$ cat config.mk
export PLATFORM = sky130hd
export DESIGN_NAME = hazard_stall_controller
export DESIGN_NICKNAME = d
export VERILOG_FILES = /design/src/rtl/hazard_stall_controller.sv
export SDC_FILE = /design/constraint.sdc
export NUM_CORES = 1
export LEC_CHECK = 0
export CORE_MARGIN = 8
export CORE_UTILIZATION = 45
export CTS_BUF_LIST = sky130_fd_sc_hd__clkbuf_2
export CTS_CLUSTER_SIZE = 28
export DETAILED_ROUTE_END_ITERATION = 10
export DONT_BUFFER_PORTS = 1
export MAX_ROUTING_LAYER = met4
export PLACE_DENSITY = 0.6
export SLEW_MARGIN = 20
export SYNTH_ARGS = -nofsm -noshare
export SYNTH_HDL_FRONTEND = slang
export SYNTH_SLANG_ARGS = --single-unit
$ cat constraint.sdc
create_clock -name Clk -period 3.3 [get_ports Clk]
set_clock_uncertainty 0.2 [all_clocks]
set_input_delay 0.66 -clock Clk [delete_from_list [all_inputs] [get_ports Clk]]
set_output_delay 0.66 -clock Clk [all_outputs]
set_load 0.01 [all_outputs]
$ cat src/rtl/hazard_stall_controller.sv
// Hazard detection and stall/flush sequencing for the ID stage of the 5-stage MIPS32 core,
// with saturating counters of stall (bubble) and flush cycles.
module hazard_stall_controller #(
    parameter int unsigned MDU_LATENCY = 8,
    parameter int unsigned CNT_W       = 16
) (
    input  logic             Clk,
    input  logic             Rst_n,
    input  logic [4:0]       Rs_ID,
    input  logic [4:0]       Rt_ID,
    input  logic             Uses_Rs_ID,
    input  logic             Uses_Rt_ID,
    input  logic             Branch_ID,
    input  logic             Taken_ID,
    input  logic             Reads_HiLo_ID,
    input  logic             MemRead_EX,
    input  logic             RegWrite_EX,
    input  logic [4:0]       Dest_EX,
    input  logic             Mdu_Start_EX,
    output logic             PC_Write,
    output logic             IF_ID_Write,
    output logic             IF_ID_Flush,
    output logic             ID_EX_Bubble,
    output logic [CNT_W-1:0] Stall_Count,
    output logic [CNT_W-1:0] Flush_Count
);

    typedef enum logic {
        RUN = 1'b0,
        LB2 = 1'b1
    } state_e;

    localparam logic [3:0] MDU_LOAD = 4'(MDU_LATENCY - 1);

    state_e           state_q, state_d;
    logic [3:0]       mdu_cnt_q, mdu_cnt_d;
    logic [CNT_W-1:0] stall_cnt_q, stall_cnt_d;
    logic [CNT_W-1:0] flush_cnt_q, flush_cnt_d;

    logic match, lu, ab, lb, md, stall;

    // $0 is hard-wired to zero, so a write to it never creates a dependency.
    assign match = (Dest_EX != 5'd0) &&
                   ((Uses_Rs_ID && (Dest_EX == Rs_ID)) ||
                    (Uses_Rt_ID && (Dest_EX == Rt_ID)));
    assign lu    = MemRead_EX && match;
    assign ab    = Branch_ID && RegWrite_EX && !MemRead_EX && match;
    assign lb    = Branch_ID && lu;
    assign md    = Reads_HiLo_ID && ((mdu_cnt_q != 4'd0) || Mdu_Start_EX);
    assign stall = (state_q == LB2) || lu || ab || md;

    // NOTE: every always_comb output gets a default first so no path leaves it unassigned (no latch).
    always_comb begin
        state_d      = RUN;
        PC_Write     = 1'b1;
        IF_ID_Write  = 1'b1;
        IF_ID_Flush  = 1'b0;
        ID_EX_Bubble = 1'b0;

        if (state_q == RUN && lb) begin
            state_d = LB2;
        end

        if (!Rst_n) begin
            PC_Write     = 1'b0;
            IF_ID_Write  = 1'b0;
            IF_ID_Flush  = 1'b1;
            ID_EX_Bubble = 1'b1;
        end else if (stall) begin
            PC_Write     = 1'b0;
            IF_ID_Write  = 1'b0;
            ID_EX_Bubble = 1'b1;
        end else if (Taken_ID) begin
            IF_ID_Flush  = 1'b1;
        end
    end

    always_comb begin
        mdu_cnt_d = mdu_cnt_q;
        if (Mdu_Start_EX) begin
            mdu_cnt_d = MDU_LOAD;
        end else if (mdu_cnt_q != 4'd0) begin
            mdu_cnt_d = mdu_cnt_q - 4'd1;
        end
    end

    always_comb begin
        stall_cnt_d = stall_cnt_q;
        flush_cnt_d = flush_cnt_q;
        if (ID_EX_Bubble && !(&stall_cnt_q)) begin
            stall_cnt_d = stall_cnt_q + CNT_W'(1);
        end
        if (IF_ID_Flush && !(&flush_cnt_q)) begin
            flush_cnt_d = flush_cnt_q + CNT_W'(1);
        end
    end

    // NOTE: sequential state uses non-blocking assignments so all flops update from pre-edge values.
    always_ff @(posedge Clk or negedge Rst_n) begin
        if (!Rst_n) begin
            state_q     <= RUN;
            mdu_cnt_q   <= 4'd0;
            stall_cnt_q <= '0;
            flush_cnt_q <= '0;
        end else begin
            state_q     <= state_d;
            mdu_cnt_q   <= mdu_cnt_d;
            stall_cnt_q <= stall_cnt_d;
            flush_cnt_q <= flush_cnt_d;
        end
    end

    assign Stall_Count = stall_cnt_q;
    assign Flush_Count = flush_cnt_q;

endmodule

==> results.cfg <==
[route]
wl_mm = 4.691
antenna_left = 0
vias = 1487
drtIter0Drc = 60
drt_pass1_iterations = 4
drc_errors = 0
viasPerCell = 5.877
wl_per_cell_um = 18.54

[worst_setup_path]
arrival_ps = 2160
end_kind = output pin
path_max_fanout = 4
critPathLaunchType = register
required_ps = 2440
path_class = reg2out

[floorplan]
die_w_um = 83.82
io_pins = 61
rows = 24
die_area_sq_um = 7025
initial_core_util_pct = 47.20
core_area_sq_um = 4384
die_h_um = 83.82

[clock_network]
htree_num_levels = 2
clock_path_buffers = 2
cts_buffers = 5
cts_num_sinks = 37
clk_pin_slew_worst_paths_ps = 160
worstSkewPairLatency_ps = 390
cts_tree = built
cts-root-buf = clkbuf_2

[placed_design]
portBuffers = 0
gp_congestion = 0.8214
detailed_place_hpwl_mm = 3.491
place_inst = 243

[layout]
fin_nets = 229
fin_cells = 253
syn_to_final_growth_pct = 6.590
antennaDiodeCount = 0
fillCellCount = 423
drive_gt1_share_pct = 12.94
fin_util_pct = 50.31

[timing]
finalCritPeriodShare_pct = 91.63
fmax_ghz = 0.3307
setup_tns_ps = 0
hold_viol = 0
worstMarginPinSlew_ps = 580.0
rsz0062_at_grt = false
fin_crit_ps = 3024
setup_viol_count_final = 0
slew_viol_final = 0
relSlewSlack_pct = 61.15

[synthesis]
synth_top_area_share_pct = 44.74
syn_avg_cell_area_sq_um = 10.78
synth_nets = 221
synth-main-ff-cell = dfrtp_1
yosysTopAreaCell = dfrtp_1
synth-async-reset-ratio_pct = 100.0
yosys_warnings = 0
synth-edff-count = 0
syn_inst = 192
ys_seq_elements = 37
ys_seq_area_share_pct = 44.74
synth_area_sq_um = 2069
synth_cell_types = 45
yosys-top-cells-area = dfrtp_1 45%, xnor2_1 11%, xor2_1 5.5%

[global_route]
track_usage_pct = 13.98
grt_pass1_vias = 1522
grt_remaining_overflow = 0
grt_pass1_wl_mm = 7.962
grt_max_degree = 38
antenna_found_initial = 0

[min_path]
hold_path_class = in2reg

[power_and_ir_drop]
swShare_pct = 39.24
p_int_mw = 0.7484
ir_drop_mv = 0.3168
pwr-share-seq_pct = 61.3
p_per_area_nw_per_um2 = 558.4
p_leak_nw = 0.8904
p_sw_mw = 0.4834
pwr-share-clk_pct = 16.3
pwr-share-comb_pct = 22.4

[outcome]
outcome = completed

[run]
drv_cap = 0
-- cell families (layout without fill, tap and decap cells) --
group                    count (synthesis)  count (layout)  synth area share (%)
buffers and inverters                   11              20                 3.083
flip-flops                              37              37                 44.74
AO/OA/AOI/OAI                           28              28                 9.916
AND/OR/NAND/NOR                         71              71                 22.13
XOR/XNOR                                38              38                 16.08
multiplexers                             3               3                 1.632
adder cells (fa/ha/maj)                  4               4                 2.418
-- through the flow --
| step | total power [mW] | setup slack, ps | hold WS [ps] | cell area (sq um) |
|---|---|---|---|---|
| 2_1_floorplan | 0.9458 | 712.5 | 164.4 | 2069 |
| 3_3_place_gp | 1.011 | 627.4 | 166.5 | 2127 |
| 3_5_place_dp | 1.033 | 545.9 | 166.4 | 2127 |
| 4_1_cts | 1.251 | 94.85 | 109.2 | 2198 |
| 5_1_grt | 1.335 | 84.51 | 80.28 | 2206 |
| 6_report | 1.232 | 276.4 | 131.9 | 2206 |
-- flip-flops by register name (all words and copies together) (netlist names) --
name,cells
Flush_Count,16
Stall_Count,16
mdu_cnt_q,4
state_q,1
-- power by group through the flow --
stage | Sequential (mW) | Clock (mW) | Combinational (mW)
2_1_floorplan | 0.721 | 0 | 0.225
4_1_cts | 0.760 | 0.212 | 0.279
3_5_place_dp | 0.769 | 0 | 0.264
3_3_place_gp | 0.760 | 0 | 0.251
6_report | 0.755 | 0.201 | 0.276
5_1_grt | 0.780 | 0.236 | 0.320
-- path summary, 6_finish.rpt --
check / start / end / slack, ps / depth (start not counted)
worst max-delay path: mdu_cnt_q[0] / IF_ID_Flush / 280 / 6
worst min-delay path: Mdu_Start_EX / mdu_cnt_q[3] / 130 / 1
worst max register to register: Flush_Count[0] / Flush_Count[1] / 730 / 8
worst min register to register: state_q / state_q / 280 / 1
max in group asynchronous: Rst_n / Flush_Count[0] / 2200 / 2
min in group asynchronous: Rst_n / Stall_Count[10] / 480 / 2
-- synthesized netlist by cell type (4+ instances only) --
master	n
dfrtp_1	37
xnor2_1	25
nand2_1	15
xor2_1	13
and3_1	7
nor2_1	7
a21oi_1	6
nor3_1	6
inv_1	5
nor4_2	5
nor4b_1	5
o21ai_0	5
and4_1	4
ha_1	4
nand3_1	4
-- layout make-up --
cell class | instances | area, sq um | share of cell area, %
Clock buffer | 5 | 25.02 | 1.134
Clock inverter | 3 | 16.27 | 0.7374
Inverter | 5 | 18.77 | 0.8508
Multi-Input combinational cell | 144 | 1087 | 49.29
Sequential cell | 37 | 925.9 | 41.97
Tap cell | 52 | 65.06 | 2.950
Timing Repair Buffer | 7 | 67.56 | 3.063
-- what timing repair did --
| item | in CTS | in global routing |
|---|---|---|
| gates resized for setup | 0 | 1 |
| hold endpoints to repair | 37 | 0 |
| buffers inserted | 0 | 0 |
| hold buffers | 2 | 0 |
| endpoints found under the setup margin | 0 | 1 |
-- metal layers --
metal	track usage, %	vias up	wire [um]	share of wire [%]
met1	15.91	743	1880	40
li1	-	704	-	-
met2	22.25	35	2420	52
met4	3.611	0	42	0.90
met5	-	-	0	0
met3	5.664	5	346	7.4
-- cell usage in the layout (no fill, tap or decap), types with 2 or more instances in the layout --
cell type / synthesis / layout
nor4_2: 5 / 5
o21ai_0: 5 / 5
xor2_1: 13 / 13
or3_1: 2 / 2
nand3_2: 2 / 2
buf_4: 2 / 5
inv_1: 5 / 5
nand2_1: 15 / 15
and3_1: 7 / 7
nand3_1: 4 / 4
nor2_1: 7 / 7
nor3_1: 6 / 6
nand4_1: 3 / 3
and4_1: 4 / 4
o211ai_1: 3 / 3
mux2_2: 2 / 2
a21oi_1: 6 / 6
and2_1: 3 / 3
dfrtp_1: 37 / 37
clkinv_1: 0 / 2
clkbuf_2: 0 / 5
o2111ai_1: 2 / 2
xnor2_1: 25 / 25
ha_1: 4 / 4
nor2b_1: 2 / 2
nor4b_1: 5 / 5
-- worst max-delay path, cell delays in order, from the launching register on --
cell	delay (ps)
dfrtp_1	410
inv_1	110
ha_1	190
nor3b_2	310
o2bb2ai_1	200
a21boi_0	120
a31oi_1	460
Note: power is estimated with default switching activity, not from simulation.
